File: src/rtl/type_pkg.sv
// Shared types for the write path: burst encoding, write-command payload and window slot.
package type_pkg;

   localparam int unsigned WCQ_DEPTH_DEFAULT = 8;
   localparam int unsigned WCQ_DATA_SIZE     = 64;
   localparam int unsigned WCQ_ADDR_SIZE     = 8;

   typedef enum logic [1:0] {
      ONE_BYTE   = 2'd0,
      TWO_BYTE   = 2'd1,
      FOUR_BYTE  = 2'd2,
      EIGHT_BYTE = 2'd3
   } burst_size_t;

   typedef struct packed {
      logic [WCQ_DATA_SIZE-1:0] data;
      logic [WCQ_ADDR_SIZE-1:0] addr;
      burst_size_t              burst_size;
   } write_info_t;

   typedef struct packed {
      logic [WCQ_ADDR_SIZE-1:0] addr;
      burst_size_t              burst_size;
   } wcq_slot_t;

endpackage

File: src/rtl/wcq_window_mux.sv
// Read window: presents the LOOKAHEAD oldest entries starting at rptr, wrapping mod DEPTH.
module wcq_window_mux
   import type_pkg::*;
#(
   parameter int unsigned DEPTH     = WCQ_DEPTH_DEFAULT,
   parameter int unsigned DATA_SIZE = WCQ_DATA_SIZE,
   parameter int unsigned ADDR_SIZE = WCQ_ADDR_SIZE,
   parameter int unsigned LOOKAHEAD = 2,
   localparam int unsigned PW       = $clog2(DEPTH),
   localparam int unsigned CW       = PW + 1
) (
   input  logic [PW-1:0]                  rptr,
   input  logic [CW-1:0]                  count,
   input  logic [DATA_SIZE-1:0]           mem_data  [DEPTH],
   input  logic [ADDR_SIZE-1:0]           mem_addr  [DEPTH],
   input  burst_size_t                    mem_burst [DEPTH],
   output logic [LOOKAHEAD-1:0]           win_valid,
   output logic [LOOKAHEAD*DATA_SIZE-1:0] win_data,
   output logic [LOOKAHEAD*ADDR_SIZE-1:0] win_addr,
   output burst_size_t [LOOKAHEAD-1:0]    win_burst
);

   for (genvar k = 0; k < LOOKAHEAD; k++) begin : g_slot
      logic [PW-1:0] idx;

      assign idx                                 = rptr + PW'(k);
      assign win_valid[k]                        = (count > CW'(k));
      assign win_data[k*DATA_SIZE +: DATA_SIZE]  = mem_data[idx];
      assign win_addr[k*ADDR_SIZE +: ADDR_SIZE]  = mem_addr[idx];
      assign win_burst[k]                        = mem_burst[idx];
   end

endmodule

File: src/rtl/write_command_queue.sv
// Write-command FIFO feeding the DDR scheduler: lookahead window, multi-entry retire,
// flush, almost-full watermark, overflow/underflow pulses and occupancy.
module write_command_queue
   import type_pkg::*;
#(
   parameter int unsigned DEPTH       = WCQ_DEPTH_DEFAULT,
   parameter int unsigned DATA_SIZE   = WCQ_DATA_SIZE,
   parameter int unsigned ADDR_SIZE   = WCQ_ADDR_SIZE,
   parameter int unsigned LOOKAHEAD   = 2,
   parameter int unsigned AFULL_LEVEL = 6,
   localparam int unsigned PW         = $clog2(DEPTH),
   localparam int unsigned CW         = PW + 1,
   localparam int unsigned NW         = $clog2(LOOKAHEAD + 1)
) (
   input  logic                           clk,
   input  logic                           rst,
   input  logic                           wstrobe,
   input  logic [1:0]                     burst_size,
   input  logic [DATA_SIZE-1:0]           wdata,
   input  logic [ADDR_SIZE-1:0]           waddr,
   input  logic [NW-1:0]                  pop_num,
   input  logic                           flush,
   output logic [LOOKAHEAD-1:0]           win_valid,
   output logic [LOOKAHEAD*DATA_SIZE-1:0] win_data,
   output logic [LOOKAHEAD*ADDR_SIZE-1:0] win_addr,
   output burst_size_t [LOOKAHEAD-1:0]    win_burst,
   output logic [CW-1:0]                  count,
   output logic                           wfull,
   output logic                           almost_full,
   output logic                           werr,
   output logic                           uerr,
   output burst_size_t                    last_pop_burst
);

   logic [DATA_SIZE-1:0] mem_data  [DEPTH];
   logic [ADDR_SIZE-1:0] mem_addr  [DEPTH];
   burst_size_t          mem_burst [DEPTH];

   logic [PW-1:0] wptr;
   logic [PW-1:0] rptr;

   logic          push_acc_c;
   logic          pop_ok_c;
   logic          pop_over_c;
   logic [CW-1:0] pop_amt_c;
   logic [CW-1:0] next_count_c;
   logic [PW-1:0] last_idx_c;

   // Accept/reject decisions are taken from registered occupancy only.
   always_comb begin
      push_acc_c   = wstrobe & ~wfull;
      pop_over_c   = (CW'(pop_num) > count);
      pop_ok_c     = (pop_num != '0) & ~pop_over_c;
      pop_amt_c    = pop_ok_c ? CW'(pop_num) : '0;
      last_idx_c   = rptr + PW'(pop_num) - PW'(1);
      next_count_c = count + CW'(push_acc_c) - pop_amt_c;
      if (flush) begin
         next_count_c = '0;
      end
   end

   // Storage and write pointer
   always_ff @(posedge clk or posedge rst) begin
      if (rst) begin
         wptr <= '0;
         for (int i = 0; i < int'(DEPTH); i++) begin
            mem_data[i]  <= '0;
            mem_addr[i]  <= '0;
            mem_burst[i] <= ONE_BYTE;
         end
      end else if (flush) begin
         wptr <= '0;
      end else if (push_acc_c) begin
         mem_data[wptr]  <= wdata;
         mem_addr[wptr]  <= waddr;
         mem_burst[wptr] <= burst_size_t'(burst_size);
         wptr            <= wptr + PW'(1);
      end
   end

   // Read pointer, occupancy and retired-burst tracking
   always_ff @(posedge clk or posedge rst) begin
      if (rst) begin
         rptr           <= '0;
         count          <= '0;
         last_pop_burst <= ONE_BYTE;
      end else begin
         count <= next_count_c;
         if (flush) begin
            rptr <= '0;
         end else if (pop_ok_c) begin
            rptr           <= rptr + PW'(pop_num);
            last_pop_burst <= mem_burst[last_idx_c];
         end
      end
   end

   // Status flags track next_count so they line up with the registered count.
   always_ff @(posedge clk or posedge rst) begin
      if (rst) begin
         wfull       <= 1'b0;
         almost_full <= 1'b0;
         werr        <= 1'b0;
         uerr        <= 1'b0;
      end else begin
         wfull       <= (next_count_c == CW'(DEPTH));
         almost_full <= (next_count_c >= CW'(AFULL_LEVEL));
         werr        <= wstrobe & wfull & ~flush;
         uerr        <= pop_over_c & ~flush;
      end
   end

   wcq_window_mux #(
      .DEPTH     (DEPTH),
      .DATA_SIZE (DATA_SIZE),
      .ADDR_SIZE (ADDR_SIZE),
      .LOOKAHEAD (LOOKAHEAD)
   ) u_window_mux (
      .rptr      (rptr),
      .count     (count),
      .mem_data  (mem_data),
      .mem_addr  (mem_addr),
      .mem_burst (mem_burst),
      .win_valid (win_valid),
      .win_data  (win_data),
      .win_addr  (win_addr),
      .win_burst (win_burst)
   );

endmodule

File: config.mk
export PLATFORM = sky130hd
export DESIGN_NAME = write_command_queue
export DESIGN_NICKNAME = d
export VERILOG_FILES = /design/src/rtl/type_pkg.sv /design/src/rtl/wcq_window_mux.sv /design/src/rtl/write_command_queue.sv
export SDC_FILE = /design/constraint.sdc
export NUM_CORES = 1
export LEC_CHECK = 0
export CAP_MARGIN = 20
export CORE_UTILIZATION = 55
export DETAILED_ROUTE_END_ITERATION = 8
export GPL_ROUTABILITY_DRIVEN = 0
export PLACE_DENSITY = 0.79
export SYNTH_ARGS = -nofsm -noshare
export SYNTH_HDL_FRONTEND = slang
export SYNTH_HIERARCHICAL = 1
export SYNTH_SLANG_ARGS = --single-unit
File: constraint.sdc
create_clock -name clk -period 23.6 [get_ports clk]
set_input_delay 2.36 -clock clk [delete_from_list [all_inputs] [get_ports clk]]
set_output_delay 2.36 -clock clk [all_outputs]
set_load 0.05 [all_outputs]
Yosys cells after proc, flatten, opt, wreduce, memory -nomap -nowiden. Index checks and enable logic that the tools add are counted. W data, S select, Z words.

$add $sub $neg: 6. Order comparisons: 9. Equality and inequality tests: 1. Multiplexer cells: 36. Bitwise gates (word level): 12. Reductions and logical operators: 6.

Operator list (count): $bwmux W512 (1); $bmux W64 S3 (2); $mux W64 (5); $demux W64 S3 (1); $bwmux W64 (1); $bmux W8 S3 (2); $mux W8 (5); $demux W8 S3 (1); $bmux W2 S3 (3); $bwmux W16 (1); $ge A4 B4 Y1 const B (4); $mux W2 (8); $not A3 Y4 (4); $mux W3 (4); $gt A4 B1 Y1 const B (2); $add A3 B1 Y3 const B (2); $demux W2 S3 (1); $reduce_bool A2 Y1 (3); $and A1 B1 Y1 (5); $add A4 B1 Y4 (1); $eq A4 B4 Y1 const B (1); $ge A4 B3 Y1 const B (1); $gt A2 B4 Y1 (1); $lt A4 B1 Y1 const B (1); 7 further kinds (10).

Register bits after elaboration: 608. Bits of input ports: 80. Output and inout bits: 160. Word-level logic and storage cells: 102.

Longest topological paths before layout.
Word-level depth: 7. Depth in mapped cells: 13. Depth with buffers taken out: 13.

Cells and area by module. Netlist, hierarchy kept.

By module, submodules not included: write_command_queue (times used 1, cells an instance 1356, area an instance 23119.7 um2); wcq_window_mux (times used 1, cells an instance 1048, area an instance 10029.6 um2).

Least setup slack after synthesis. OpenSTA, ideal clock, no wires.

Path type: reg2out. Start point: register rptr[0]. End point: output port win_burst[2] (netlist bit). Arrival: 3.016 ns. Required time: 21.240 ns. Path slack: 18.224 ns. Cell stages (with the launch flop): 8. Cell sequence: dfrtp_1 > ha_1 > buf_2 > buf_2 > buf_6 > mux2i_1 > and3_1 > nor4_1.

RTL lines: start, declared (line write_command_queue.sv:40) `logic [PW-1:0] rptr;`; start signal, assigned (line write_command_queue.sv:92) `rptr <= rptr + PW'(pop_num);`; end, declared (line write_command_queue.sv:26) `output burst_size_t [LOOKAHEAD-1:0] win_burst,`.

Worst setup path after layout.
Start point: register rptr[1]. End point: output port win_data[80].

Cells in the longest elaborated chain, start to end: 5.

Ends and longest elaborated chain: $add A3 B1 Y3 (line wcq_window_mux.sv:26) `assign idx = rptr + PW'(k);`; $not A3 Y4 (not written as such) (line wcq_window_mux.sv:28) `assign win_data[k*DATA_SIZE +: DATA_SIZE] = mem_data[idx];`; $bmux W64 S3 (line wcq_window_mux.sv:28); $mux W64 (not written as such) (2 in a row) (line wcq_window_mux.sv:28); end, declared (line write_command_queue.sv:24) `output logic [LOOKAHEAD*DATA_SIZE-1:0] win_data,`.

No other way between the ends. The select of a mux whose other input is x is not followed.

==> flow_metrics.tcl <==
set metrics [dict create \
    finalSetupViolCount 0 \
    avgSynthCellArea_sq_um 13.8 \
    cts_buffers 68 \
    ir_drop_mv 0.159 \
    first_iter_violations 1456 \
    grt_pass1_wl_mm 131 \
    drv_slew 0 \
    initial_core_util 0.560 \
    worstReg2RegStart "rptr[0]$_DFFE_PP0P_" \
    fmax_mhz 118 \
    worst_hold_path.num_cells 1 \
    hold_violations 0 \
    syn_inst 2404 \
    start_kind "flip-flop" \
    routed_wl_mm 83.6 \
    ys_warn_count 6 \
    synth-seq-cells 608 \
    core_sq_mm 0.0592 \
    synth_top_area_frac 0.459 \
    synthFlopType "dfrtp_1" \
    grt.overflow.total 0 \
    rows 89 \
    grt_pass1_vias 22700 \
    htree_num_levels 3 \
    root_buffer "clkbuf_16" \
    postCtsHoldBufs 0 \
    worst_pin_slew_ns 1.21 \
    pin_count 240 \
    first_pass_iters 9 \
    drive_gt1_frac 0.377 \
    insertion_delay_ns 0.59 \
    placement.cell_area_sq_mm 0.0356 \
    crit_type "flip-flop to primary output" \
    die_area_sq_mm 0.0613 \
    end_kind "primary output" \
    status "complete, but fails checks" \
    grt_setup_unrepaired "false" \
    layout.nets 2609 \
    wire_per_inst_microns 25.1 \
    cts_resized 0 \
    crit_required_ns 21.24 \
    synth_edf_count 0 \
    leakage_uw 0.0168 \
    die-width_microns 248 \
    period_minus_slack_ns 8.51 \
    cap_violations 0 \
    via_per_inst 6.54 \
    finalClockSkew_ns 0.00920 \
    fin_crit_sh 0.360 \
    final-seq-area_sq_mm 0.0152 \
    grt_max_degree 241 \
    num_vias 21800 \
    reg2reg_to "last_pop_burst[0]$_DFFE_PP0P_" \
    yosys.cell_count.top_type "mux2_2" \
    cts_sinks 608 \
    hold_path_startpoint "mem_data[43]$_DFFE_PP0P_" \
    path_max_fanout 198 \
    cts.path.max_buffers 3 \
    tns_ns 0 \
    whs_endpoint "mem_data[43]$_DFFE_PP0P_" \
    violations "DRC" \
    multi_input_area_sq_mm 0.0168 \
    ff2ff_path_depth 9 \
    postRouteAntennaNets 0 \
    p_per_area_mw_per_mm2 149 \
    min_path_type "flip-flop to flip-flop" \
    clkTransAtPathRegs_ns 0.06 \
    cts_tree "done" \
    hold_slack_ns 0.512 \
    dpl.hpwl_mm 45.4 \
    postCtsSetupBuffers 0 \
    syn2layout_area_growth_pct 14.4 \
    grt_usage 0.276 \
    drc 14 \
    slew_headroom 0.194 \
    yosysUniqueCellTypes 36 \
    yosysSeqAreaShare 0.459 \
    async_flop_share 1.00 \
    num-fill-cells 4297 \
    synth.area.top_cells "dfrtp_1 46%, mux2_2 23%, mux4_2 10%" \
    synthTopCellsByCount "665 x mux2_2, 608 x dfrtp_1, 153 x nor2b_1" \
    fin_area_sq_mm 0.0379 \
    reg2reg_slack_ns 20.06 \
    syn-num-nets 2498 \
    io_buffers 239 \
    crit_arrival_ns 6.15 \
    die_h_microns 248 \
    antenna_found_initial 7 \
    power_uw 5660 \
    synth_area_leader_cell "dfrtp_1" \
    netlist_area_sq_mm 0.0331 \
]
==> cell type report <==
type / instances / area share
Timing Repair Buffer: 264 / 0.0695
Antenna cell: 4 / 0.000264
Clock buffer: 102 / 0.0541
Sequential cell: 608 / 0.401
Tap cell: 773 / 0.0255
Inverter: 11 / 0.00129
Multi-Input combinational cell: 1562 / 0.442
Clock inverter: 13 / 0.00587
==> power breakdown <==
group | switching [uW] | internal (uW) | total [uW]
Sequential | 217 | 1310 | 1520
Clock | 420 | 662 | 1080
Combinational | 1820 | 1230 | 3050
==> per-layer routing <==
metal / up-vias / part of all wire / global-route usage
met5: - / 0.00073 / 0
met4: 8 / 0.029 / 0.101
met3: 160 / 0.057 / 0.0442
met2: 687 / 0.48 / 0.439
met1: 11500 / 0.43 / 0.383
li1: 9463 / - / -
==> per-stage QoR <==
stage | std cells | setup slack, ns | util
after floorplan | 2404 | 4.22 | -
after global placement | 3216 | 15.78 | 0.601
after detailed placement | 3216 | 15.74 | 0.601
after CTS | 3331 | 15.08 | 0.639
after global routing | 3336 | 14.77 | 0.640
final | 3337 | 15.09 | 0.640
==> how the worst max path moves through the flow <==
stage	startpoint	endpoint	slack, ns	depth (start not counted)
after floorplan	rst	almost_full$_DFF_PP0_	4.22	1
after global placement	rptr[1]$_DFFE_PP0P_	win_data[80]	15.78	7
after detailed placement	rptr[1]$_DFFE_PP0P_	win_data[92]	15.74	7
after CTS	rptr[1]$_DFFE_PP0P_	win_data[92]	15.08	7
after global routing	rptr[1]$_DFFE_PP0P_	win_data[92]	14.77	7
final	rptr[1]$_DFFE_PP0P_	win_data[80]	15.09	7
==> registers in the layout, summed over array words and instances (netlist names) <==
| name | count |
|---|---|
| wfull | 1 |
| count | 4 |
| mem_data | 512 |
| werr | 1 |
| last_pop_burst | 2 |
| rptr | 3 |
| wptr | 3 |
| mem_addr | 64 |
| uerr | 1 |
| almost_full | 1 |
| mem_burst | 16 |
==> worst max-delay path, stage by stage (launching register included) <==
cell             delay (ns)
dfrtp_4                1.03
ha_4                   0.82
buf_12                 0.76
buf_4                  0.88
mux2i_1                0.15
and3_1                 0.22
nor4_1                 0.53
clkdlybuf4s50_1        0.91
==> cells in the final DEF, fill, tap and decap left out, types with 4 or more instances in the layout <==
cell type        count
a21oi_1              4
clkbuf_8            20
clkbuf_1            13
mux2_1               5
mux2_2             665
xnor2_1              5
inv_1               10
dfrtp_1            605
clkinv_2             5
clkdlybuf4s50_1    239
and3_1             148
nor4_1              75
mux4_2             152
ha_1                11
nand2_8              6
clkbuf_16           69
mux2i_1            149
a2111oi_0          148
bufinv_16            6
diode_2              4
nor2b_1            153
nor2_1              11
buf_4               21
nand2_1              4
==> cells by family after synthesis <==
group	Yosys count	share of synthesized area
fa+ha+maj	14	0.00574
buf+inv	234	0.0398
simple gates	410	0.0764
mux	971	0.376
xor+xnor	8	0.00211
flops	608	0.459
compound gates	159	0.0411
Note: power is estimated with default switching activity, not from simulation.
